$ cat src/rtl/cr_sysio_irq_sync.sv
// Synchronises the IRQ/NMI pads, the system counter and the low-power mode into
// the forever_cpuclk domain. Optional glitch filter enabled by SYSIO_IRQ_FILTER_EN.
module cr_sysio_irq_sync #(
  parameter int IRQ_NUM     = 8,
  parameter int SYNC_STAGES = 2,
  parameter int CNT_WIDTH   = 64,
  parameter int FILTER_LEN  = 3
) (
  input  logic                 forever_cpuclk,
  input  logic                 cpurst,
  input  logic                 clk_en,
  input  logic [IRQ_NUM-1:0]   pad_cpu_irq,
  input  logic [IRQ_NUM-1:0]   cp0_sysio_irq_mode,
  input  logic [IRQ_NUM-1:0]   cp0_sysio_irq_clr,
  output logic [IRQ_NUM-1:0]   sysio_clint_irq_pend,
  input  logic                 pad_cpu_nmi,
  input  logic                 iu_sysio_nmi_ack,
  output logic                 sysio_iu_nmi_int,
  input  logic [CNT_WIDTH-1:0] pad_cpu_sys_cnt,
  output logic [CNT_WIDTH-1:0] sysio_clint_mtime,
  input  logic [1:0]           cp0_sysio_lpmd_b,
  output logic [1:0]           sysio_pad_lpmd_b,
  output logic                 sysio_iu_wk_event
);

  // Bit IRQ_NUM of every per-line vector below is the NMI path.
  localparam int N = IRQ_NUM + 1;

  if (IRQ_NUM < 1 || IRQ_NUM > 32) begin : g_bad_irq_num
    $error("IRQ_NUM out of range 1..32");
  end
  if (SYNC_STAGES < 2 || SYNC_STAGES > 4) begin : g_bad_sync_stages
    $error("SYNC_STAGES out of range 2..4");
  end
  if (FILTER_LEN < 1 || FILTER_LEN > 15) begin : g_bad_filter_len
    $error("FILTER_LEN out of range 1..15");
  end

  logic [N-1:0]         sync_chain_q [SYNC_STAGES];
  logic [N-1:0]         sync_val;
  logic [N-1:0]         filt_val;
  logic [N-1:0]         prv_q;
  logic [N-1:0]         edge_det;
  logic [IRQ_NUM-1:0]   pend_q, pend_d, level_d, edge_d;
  logic                 nmi_pend_q, nmi_pend_d;
  logic [CNT_WIDTH-1:0] mtime_q;
  logic [1:0]           lpmd_q;
  logic                 wk_q;

  // Free-running synchroniser; clk_en only qualifies what is done with sync_val.
  always_ff @(posedge forever_cpuclk) begin
    if (cpurst) begin
      // NOTE: the chains are reset like any other flop so no stale pad level
      // can produce a spurious edge right after reset is released.
      for (int s = 0; s < SYNC_STAGES; s++) sync_chain_q[s] <= '0;
    end else begin
      // NOTE: non-blocking assignments make every stage sample the previous
      // stage's old value, which is what turns this loop into a shift chain.
      sync_chain_q[0] <= {pad_cpu_nmi, pad_cpu_irq};
      for (int s = 1; s < SYNC_STAGES; s++) sync_chain_q[s] <= sync_chain_q[s-1];
    end
  end

  assign sync_val = sync_chain_q[SYNC_STAGES-1];

`ifdef SYSIO_IRQ_FILTER_EN
  localparam int FW = $clog2(FILTER_LEN + 1);

  logic [FW-1:0] flt_cnt_q [N];
  logic [FW-1:0] flt_cnt_d [N];
  logic [N-1:0]  filt_q, filt_d;

  always_comb begin
    // NOTE: defaults first, so every path leaves every bit assigned and no
    // latch is inferred.
    filt_d = filt_q;
    for (int i = 0; i < N; i++) begin
      flt_cnt_d[i] = flt_cnt_q[i];
      if (clk_en) begin
        if (sync_val[i] != filt_q[i]) begin
          if (flt_cnt_q[i] == FW'(FILTER_LEN - 1)) begin
            filt_d[i]    = sync_val[i];
            flt_cnt_d[i] = '0;
          end else begin
            flt_cnt_d[i] = flt_cnt_q[i] + FW'(1);
          end
        end else begin
          flt_cnt_d[i] = '0;
        end
      end
    end
  end

  always_ff @(posedge forever_cpuclk) begin
    if (cpurst) begin
      filt_q <= '0;
      for (int i = 0; i < N; i++) flt_cnt_q[i] <= '0;
    end else begin
      filt_q <= filt_d;
      for (int i = 0; i < N; i++) flt_cnt_q[i] <= flt_cnt_d[i];
    end
  end

  assign filt_val = filt_q;
`else
  assign filt_val = sync_val;
`endif

  assign edge_det = filt_val & ~prv_q;

  // Level channels track the filtered line; edge channels latch until cleared,
  // with a fresh edge beating a coincident clear.
  assign level_d    = clk_en ? filt_val[IRQ_NUM-1:0] : pend_q;
  assign edge_d     = ({IRQ_NUM{clk_en}} & edge_det[IRQ_NUM-1:0]) | (pend_q & ~cp0_sysio_irq_clr);
  assign pend_d     = (cp0_sysio_irq_mode & edge_d) | (~cp0_sysio_irq_mode & level_d);
  assign nmi_pend_d = (clk_en & edge_det[IRQ_NUM]) | (nmi_pend_q & ~iu_sysio_nmi_ack);

  always_ff @(posedge forever_cpuclk) begin
    if (cpurst) begin
      prv_q      <= '0;
      pend_q     <= '0;
      nmi_pend_q <= 1'b0;
      mtime_q    <= '0;
      lpmd_q     <= 2'b11;
      wk_q       <= 1'b0;
    end else begin
      pend_q     <= pend_d;
      nmi_pend_q <= nmi_pend_d;
      wk_q       <= (|pend_q | nmi_pend_q) & (lpmd_q != 2'b11);
      if (clk_en) begin
        prv_q   <= filt_val;
        mtime_q <= pad_cpu_sys_cnt;
        lpmd_q  <= cp0_sysio_lpmd_b;
      end
    end
  end

  assign sysio_clint_irq_pend = pend_q;
  assign sysio_iu_nmi_int     = nmi_pend_q;
  assign sysio_clint_mtime    = mtime_q;
  assign sysio_pad_lpmd_b     = lpmd_q;
  assign sysio_iu_wk_event    = wk_q;

endmodule

$ cat config.mk
export PLATFORM = sky130hd
export DESIGN_NAME = cr_sysio_irq_sync
export DESIGN_NICKNAME = d
export VERILOG_FILES = /design/src/rtl/cr_sysio_irq_sync.sv
export SDC_FILE = /design/constraint.sdc
export NUM_CORES = 1
export LEC_CHECK = 0
export BUFFER_PORTS_ARGS = -buffer_cell sky130_fd_sc_hd__buf_2
export CORE_UTILIZATION = 49
export DETAILED_ROUTE_END_ITERATION = 10
export GPL_ROUTABILITY_DRIVEN = 1
export PLACE_DENSITY = 0.84
export SLEW_MARGIN = 20
export SYNTH_ARGS = -nofsm -noshare
export SYNTH_HDL_FRONTEND = slang
export SYNTH_SLANG_ARGS = --single-unit
$ cat constraint.sdc
create_clock -name forever_cpuclk -period 2.45 [get_ports forever_cpuclk]
set_input_delay 0.49 -clock forever_cpuclk [delete_from_list [all_inputs] [get_ports forever_cpuclk]]
set_output_delay 0.49 -clock forever_cpuclk [all_outputs]
set_load 0.05 [all_outputs]
# == Word-level counts from Yosys, hierarchy flattened ==
# Memory sizes are Yosys's and may differ from the RTL's.
# Index checks and enable logic that the tools add are counted.
# totals
reg_bits,85
ramBits,18
in_bits,95
memories,1
# op_classes
n_eq_ne,1
mux,6
bitwise_logic,18
n_reduce_logical,1
# mem_list
memory,words,width,rd,rd_clocked_by_memory_dff,write_ports,line,rtl
sync_chain_q,2,9,2,0,2,39,logic [N-1:0] sync_chain_q [SYNC_STAGES];
# ops
operator,n
$and A8 B8 Y8,4
$mux W9,2
$not A8 Y8,2
$or A8 B8 Y8,2
$and A9 B9 Y9,1
$not A9 Y9,1
$mux W8,1
$reduce_or A8 Y1,1
$or A1 B1 Y1,4
$and A1 B1 Y1,3
$mux W1,3
$ne A2 B2 Y1 const B,1
$not A1 Y1,1

# == Logic depth before layout (Yosys ltp) ==
# Gate-level depths: netlist of run 1.
# depth
depth_word,6
ltp_mapped,4

# == Worst setup path after synthesis of run 1 ==
# Ideal clock, no wire load.
# synth_path
path_type,register to register
startpoint,register with a tool-made name
endpoint,register wk_q (netlist: sysio_iu_wk_event)
setup_ns,0.155
arrival_ns,1.235
t_required_ns,2.295
path_slack_ns,1.060
path_stages_with_launch,4
cell_sequence,dfxtp_1 -> or4_4 -> nor3_2 -> a221oi_1
# synth_lines
element,line,rtl
to (signal assigned),129,wk_q <= (|pend_q | nmi_pend_q) & (lpmd_q != 2'b11);
to (decl),48,logic wk_q;

==> impl_metrics.py, run 1 <==
metrics = {
    "status": {
        "outcome": "complete, no violations",
    },
    "hold_path": {
        "min_path_type": "in -> reg",
    },
    "sta": {
        "min_period_ns": 1.50,
        "timing.final.crit_share_pct": 61.1,
        "clock_skew_ns": 0.00989,
        "fmax_ghz": 0.668,
        "relSlewSlack_pct": 34.9,
        "final_hold_viol_count": 0,
        "setup_viol": 0,
        "final.setup.tns_ns": 0,
        "rsz0062_at_grt": "no",
        "tightest_slew_ns": 0.976,
        "report.final.slew_viol_count": 0,
    },
    "yosys": {
        "netlist_top_cells_area": "dfxtp_1, mux2i_1, nor2_1",
        "synth_edf_count": 0,
        "syn-cell-area_um2": 3610,
        "async_flop_share_pct": 0,
        "yosysMostFrequentCell": "dfxtp_1",
        "syn-instance-count": 331,
        "muxShareOfSynthArea_pct": 22.4,
        "yosys.area_share.simple_pct": 13.8,
        "yosys.area_share.xor_xnor_pct": 0,
        "synth_adder_area_share_pct": 0,
        "synth.cells.most_frequent": "dfxtp_1, mux2i_1, nor2_1",
        "syn_nets": 426,
        "synthFlopType": "dfxtp_1",
        "yosys.area.top_type": "dfxtp_1",
        "yosysWarningCount": 0,
        "synth_top_area_share_pct": 57.0,
        "synth_compound_area_share_pct": 2.80,
        "yosysSeqAreaShare_pct": 57.0,
        "syn-mean-instance-area_um2": 10.9,
        "synth_seq_cells": 103,
        "synth_top_family_by_area": "multiplexers",
        "synth.distinct_cells": 18,
    },
    "detailed_routing": {
        "drtIter0Drc": 80,
        "drt-vias-per-instance": 4.74,
        "route.antenna.remaining_nets": 0,
        "drc": 0,
        "vias": 2811,
        "drt_wl_total_mm": 7.25,
        "wl_per_cell_um": 12.2,
        "drt-pass1-iter-count": 4,
    },
    "place": {
        "port_buffers": 170,
        "gp_congestion": 0.752,
        "placed_cell_area_um2": 4490,
        "place_hpwl_mm": 5.15,
    },
    "job": {
        "cap_violations": 0,
    },
    "clock_tree": {
        "post_cts_buffers": 0,
        "cts-resized-gates": 0,
        "cts_root_buffer": "clkbuf_8",
        "cts_buffers": 9,
        "postCtsHoldBufs": 0,
        "clockBufferDepth": 2,
        "cts_tree": "yes",
        "clock_latency_ns": 0.35,
        "clkTransAtPathRegs_ns": 0.09,
        "cts_max_level": 3,
        "clock_sinks": 103,
    },
    "power": {
        "p_leak_nw": 2.42,
        "cellPowerDensity_nw_per_um2": 730,
        "vdd_drop_max_uv": 423,
    },
    "worst_setup_path": {
        "required_ns": 1.96,
        "slowest_delay_ns": 0.38,
        "cp-end-kind": "output pin",
        "cp-start-kind": "flip-flop",
        "crit_arrival_ns": 1.01,
        "critPathBufInv": 1,
        "cp_cell_sequence": "buf_2",
        "cp_slowest_cell": "dfxtp_1",
        "critPathKind": "reg -> out",
        "crit_family": "flip-flops",
        "critPathMaxFanout": 3,
    },
    "finish": {
        "nets": 588,
        "fin_util_pct": 67.5,
        "final_area_um2": 4680,
        "layout-area-overhead-vs-synth_pct": 29.6,
        "antenna_cells": 0,
        "drive_above_1_share_pct": 38.0,
    },
    "global_routing": {
        "grt_overflow_total": 0,
        "grt_pass1_vias": 2569,
        "grt_first_pass_wirelength_mm": 11.0,
        "grt_max_degree": 104,
        "grt_usage_pct": 18.3,
        "antenna_found_initial": 0,
    },
    "floorplanning": {
        "die_height_um": 87.9,
        "dieArea_um2": 7720,
        "rows": 30,
        "coreArea_um2": 6940,
        "initial_utilization_pct": 52.1,
        "fp.dieW_um": 87.9,
        "io_pins": 171,
    },
}
[layout make-up]
class                      count  area [um^2]
fill                         539         2260
sequential                   103         2060
tap                           96          120
timing repair buffer         172          896
clock buffer                  10          138
multi-input combinational    207         1410
clock inverter                 5         57.6
[sequential cells by signal (all words and copies together), names as in the netlist, named ones only]
| register | cells |
|---|---|
| sysio_iu_nmi_int | 1 |
| sync_chain_q | 18 |
| prv_q | 9 |
| sysio_pad_lpmd_b | 2 |
| sysio_clint_mtime | 64 |
| sysio_iu_wk_event | 1 |
[cell usage in the layout (no fill, tap or decap)]
cell       netlist  routed
clkinv_4         0       1
nand2_1          8       8
a32oi_1          8       8
mux2i_1         81      81
nor2_1          81      81
inv_6            0       1
bufinv_16        0       1
nand2b_1         1       1
or4_4            1       1
buf_4            2       2
clkinv_2         0       2
nor3_1           1       1
a21oi_1          1       1
buf_2            2     168
dfxtp_1        103     103
clkbuf_8         0      10
nand3b_1         1       1
buf_12           0       2
nor2b_1         20      20
a221oi_1         1       1
a211o_1          2       2
nor3_2           1       1
[metal layers]
metal	vias up	global-route usage [%]	routed length (um)	share of wire, %
met5	-	0	0	0
met4	0	8.79	130	1.8
met3	13	5.00	507	7.0
met2	102	32.2	3490	48
met1	1273	20.3	3120	43
li1	1423	-	-	-
[report_power, final]
group	total [mW]	switching (mW)	internal, mW
Sequential	1.80	0.0410	1.76
Clock	1.03	0.535	0.497
Combinational	0.589	0.394	0.195
[stage by stage]
step | instances | hold WS [ns] | total power [mW] | worst slack, ns
2_1_floorplan | 331 | 0.414 | 2.26 | 1.06
3_3_place_gp | 578 | 0.418 | 2.42 | 0.855
3_5_place_dp | 578 | 0.425 | 2.43 | 0.816
4_1_cts | 593 | 0.331 | 3.47 | 0.940
5_1_grt | 593 | 0.339 | 3.57 | 0.904
6_report | 593 | 0.343 | 3.42 | 0.954
[cells by family after synthesis]
group,count (synthesis)
buffers and inverters,21
AO/OA/AOI/OAI,12
AND/OR/NAND/NOR,114
multiplexers,81
flip-flops,103
[path summary, 6_finish.rpt]
kind                      startpoint                 endpoint  slack, ns  depth (start not counted)
setup / recovery           flip-flop  sysio_clint_irq_pend[2]       0.95                          1
hold / removal        pad_cpu_irq[3]       sync_chain_q[0][3]       0.34                          2
setup reg to reg           flip-flop        sysio_iu_wk_event       1.15                          3
hold reg to reg   sync_chain_q[0][4]      sync_chain_q[0][13]       0.44                          1
No activity file was read; power rests on OpenSTA's default activity.
==> run 2: changes to the inputs <==
--- a/config.mk
+++ b/config.mk
@@ -5,11 +5,12 @@
 export SDC_FILE = /design/constraint.sdc
 export NUM_CORES = 1
 export LEC_CHECK = 0
+export ABC_AREA = 1
 export BUFFER_PORTS_ARGS = -buffer_cell sky130_fd_sc_hd__buf_2
-export CORE_UTILIZATION = 49
+export CORE_UTILIZATION = 46
 export DETAILED_ROUTE_END_ITERATION = 10
 export GPL_ROUTABILITY_DRIVEN = 1
-export PLACE_DENSITY = 0.84
+export PLACE_DENSITY = 0.79
 export SLEW_MARGIN = 20
 export SYNTH_ARGS = -nofsm -noshare
 export SYNTH_HDL_FRONTEND = slang
==> constraint.sdc (replaced) <==
create_clock -name forever_cpuclk -period 1.4 [get_ports forever_cpuclk]
set_input_delay 0.28 -clock forever_cpuclk [delete_from_list [all_inputs] [get_ports forever_cpuclk]]
set_output_delay 0.28 -clock forever_cpuclk [all_outputs]
set_load 0.05 [all_outputs]
==> impl_metrics.py, run 2 <==
metrics = {
    "yosys": {
        "synth_top_family_by_area": "simple AND/OR/NAND/NOR gates",
        "synthFlopType": "dfxtp_1",
        "syn-instance-count": 504,
        "async_flop_share_pct": 0,
        "yosys.area_share.simple_pct": 23.6,
        "synth.distinct_cells": 14,
        "netlist_top_cells_area": "dfxtp_1, nor2_1, o21ai_0",
        "yosysWarningCount": 0,
        "synth_seq_cells": 103,
        "synth_adder_area_share_pct": 0,
        "yosys.area_share.xor_xnor_pct": 0,
        "synth.cells.most_frequent": "nor2_1, dfxtp_1, o21ai_0",
        "syn-cell-area_um2": 3780,
        "syn-mean-instance-area_um2": 7.51,
        "yosysSeqAreaShare_pct": 54.5,
        "yosysMostFrequentCell": "nor2_1",
        "yosys.area.top_type": "dfxtp_1",
        "syn_nets": 599,
        "synth_top_area_share_pct": 54.5,
        "synth_compound_area_share_pct": 10.7,
        "synth_edf_count": 0,
        "muxShareOfSynthArea_pct": 0,
    },
    "worst_setup_path": {
        "cp_slowest_cell": "dfxtp_1",
        "critPathKind": "reg -> out",
        "crit_arrival_ns": 1.04,
        "slowest_delay_ns": 0.40,
        "critPathBufInv": 1,
        "cp-end-kind": "output pin",
        "cp_cell_sequence": "buf_2",
        "critPathMaxFanout": 4,
        "crit_family": "flip-flops",
        "cp-start-kind": "flip-flop",
        "ff2ff_path_depth": 4,
        "required_ns": 1.12,
        "critical_path_depth": 1,
    },
    "finish": {
        "multiInputGateArea_um2": 1300,
        "final_cell_mix": "buf_2, nor2_1, dfxtp_1",
        "final_area_um2": 4860,
        "drive_above_1_share_pct": 28.9,
        "antenna_cells": 0,
        "final_common_cell": "buf_2",
        "fin_util_pct": 61.9,
        "layout-area-overhead-vs-synth_pct": 28.3,
        "nets": 759,
        "fillers": 713,
        "seqCellArea_um2": 2060,
        "largest_register_ffs": 64,
    },
    "clock_tree": {
        "clock_sinks": 103,
        "clkTransAtPathRegs_ns": 0.09,
        "cts-resized-gates": 0,
        "cts_tree": "yes",
        "cts_root_buffer": "clkbuf_8",
        "clockBufferDepth": 2,
        "postCtsHoldBufs": 0,
        "post_cts_buffers": 0,
        "cts_max_level": 3,
        "cts_buffers": 9,
        "clock_latency_ns": 0.35,
    },
    "power": {
        "pwr-share-clk_pct": 30.9,
        "p_sw_mw": 1.87,
        "p_leak_nw": 2.60,
        "pwr-share-comb_pct": 18.8,
        "cellPowerDensity_nw_per_um2": 1310,
        "internal-power_mw": 4.47,
        "vdd_drop_max_uv": 727,
        "swShare_pct": 29.4,
        "p_seq_share_pct": 50.3,
    },
    "detailed_routing": {
        "drt-vias-per-instance": 4.63,
        "drc": 0,
        "vias": 3564,
        "drtIter0Drc": 107,
        "drt_wl_total_mm": 8.68,
        "wl_per_cell_um": 11.3,
        "drt-pass1-iter-count": 4,
        "route.antenna.remaining_nets": 0,
    },
    "sta": {
        "timing.final.crit_share_pct": 94.3,
        "tightest_slew_ns": 0.441,
        "relSlewSlack_pct": 70.6,
        "min_period_ns": 1.32,
        "rsz0062_at_grt": "no",
        "finalWorstSetupSlack_ns": 0.0798,
        "final.setup.tns_ns": 0,
        "setup_viol": 0,
        "clock_skew_ns": 0.0118,
        "report.final.slew_viol_count": 0,
        "fmax_ghz": 0.757,
        "final_hold_viol_count": 0,
    },
    "floorplanning": {
        "io_pins": 171,
        "rows": 32,
        "coreArea_um2": 7850,
        "fp.dieW_um": 92.7,
        "dieArea_um2": 8600,
        "initial_utilization_pct": 48.2,
        "die_height_um": 92.7,
    },
    "hold_path": {
        "worstHoldPathCells": 3,
        "min_path_type": "in -> reg",
    },
    "place": {
        "dpl_worst_slack_ns": 0.211,
        "place_hpwl_mm": 6.27,
        "gp_congestion": 0.768,
        "port_buffers": 170,
        "placed_cell_area_um2": 4640,
    },
    "job": {
        "cap_violations": 0,
    },
    "global_routing": {
        "grt_first_pass_wirelength_mm": 14.2,
        "grt_overflow_total": 0,
        "grt_max_degree": 76,
        "grt_pass1_vias": 3233,
        "grt_usage_pct": 20.5,
        "antenna_found_initial": 0,
    },
    "status": {
        "outcome": "complete, no violations",
    },
}
==> run 2: changes by cell type after synthesis, moves of 3 or more <==
cell / change
nor2_1: +82
mux2i_1: -81
o21ai_0: +60
inv_1: +59
nand2_1: +40
nand3_1: +20
nor2b_1: -20
a21oi_1: +16
a32oi_1: -8
buf_2: +5
o21ai_1: +4
buf_6: +3
clkbuf_1: -3
clkbuf_2: +3
==> run 2: per-stage QoR <==
step | power (mW) | hold slack [ns] | cells
final | 6.34 | 0.125 | 770
after global routing | 6.65 | 0.104 | 770
after CTS | 6.41 | 0.107 | 770
after detailed placement | 4.45 | 0.394 | 755
after global placement | 4.43 | 0.390 | 755
after floorplan | 4.10 | 0.387 | 504
==> run 2: worst reg2reg max path: stages, from the launching register on <==
cell and delay, ns:
dfxtp_1 0.32, inv_1 0.09, nand3_1 0.13, nor2_1 0.13
nor2_1 0.04
==> run 2: layout make-up <==
| type | count | share of cell area (%) |
|---|---|---|
| inverters | 61 | 4.72 |
| clock inverters | 4 | 1.44 |
| multi-input cells | 312 | 26.7 |
| repair buffers | 177 | 19.1 |
| flip-flops and latches | 103 | 42.5 |
| well taps | 102 | 2.63 |
| clock buffers | 11 | 2.91 |
==> run 2: kinds of logic (layout without fill, tap and decap cells) <==
logic type / count (synthesis) / count (layout)
AO/OA/AOI/OAI: 81 / 81
buffers and inverters: 89 / 253
AND/OR/NAND/NOR: 231 / 231
flip-flops: 103 / 103
==> run 2: per-layer routing <==
layer	vias to the layer above	track usage [%]	part of all wire (%)
met5	-	0	0
met4	0	7.05	0.88
met3	10	4.35	5.9
li1	1851	-	-
met2	118	37.8	50
met1	1585	23.3	44
==> run 2: path summary, 6_finish.rpt <==
kind,startpoint,to,slack [ns]
worst max-delay path,flip-flop,sysio_clint_irq_pend[7],0.08
worst min register to register,sync_chain_q[0][3],sync_chain_q[0][12],0.39
worst min-delay path,pad_cpu_irq[7],sync_chain_q[0][7],0.13
worst max register to register,sysio_iu_nmi_int,sysio_iu_wk_event,0.60
==> run 2: power groups by stage <==
stage / registers (mW) / clock network [mW] / logic, mW
after global routing: 3.21 / 2.16 / 1.28
after floorplan: 3.76 / 0 / 0.343
after global placement: 3.25 / 0 / 1.17
after CTS: 3.19 / 2.02 / 1.20
after detailed placement: 3.26 / 0 / 1.20
final: 3.19 / 1.96 / 1.19
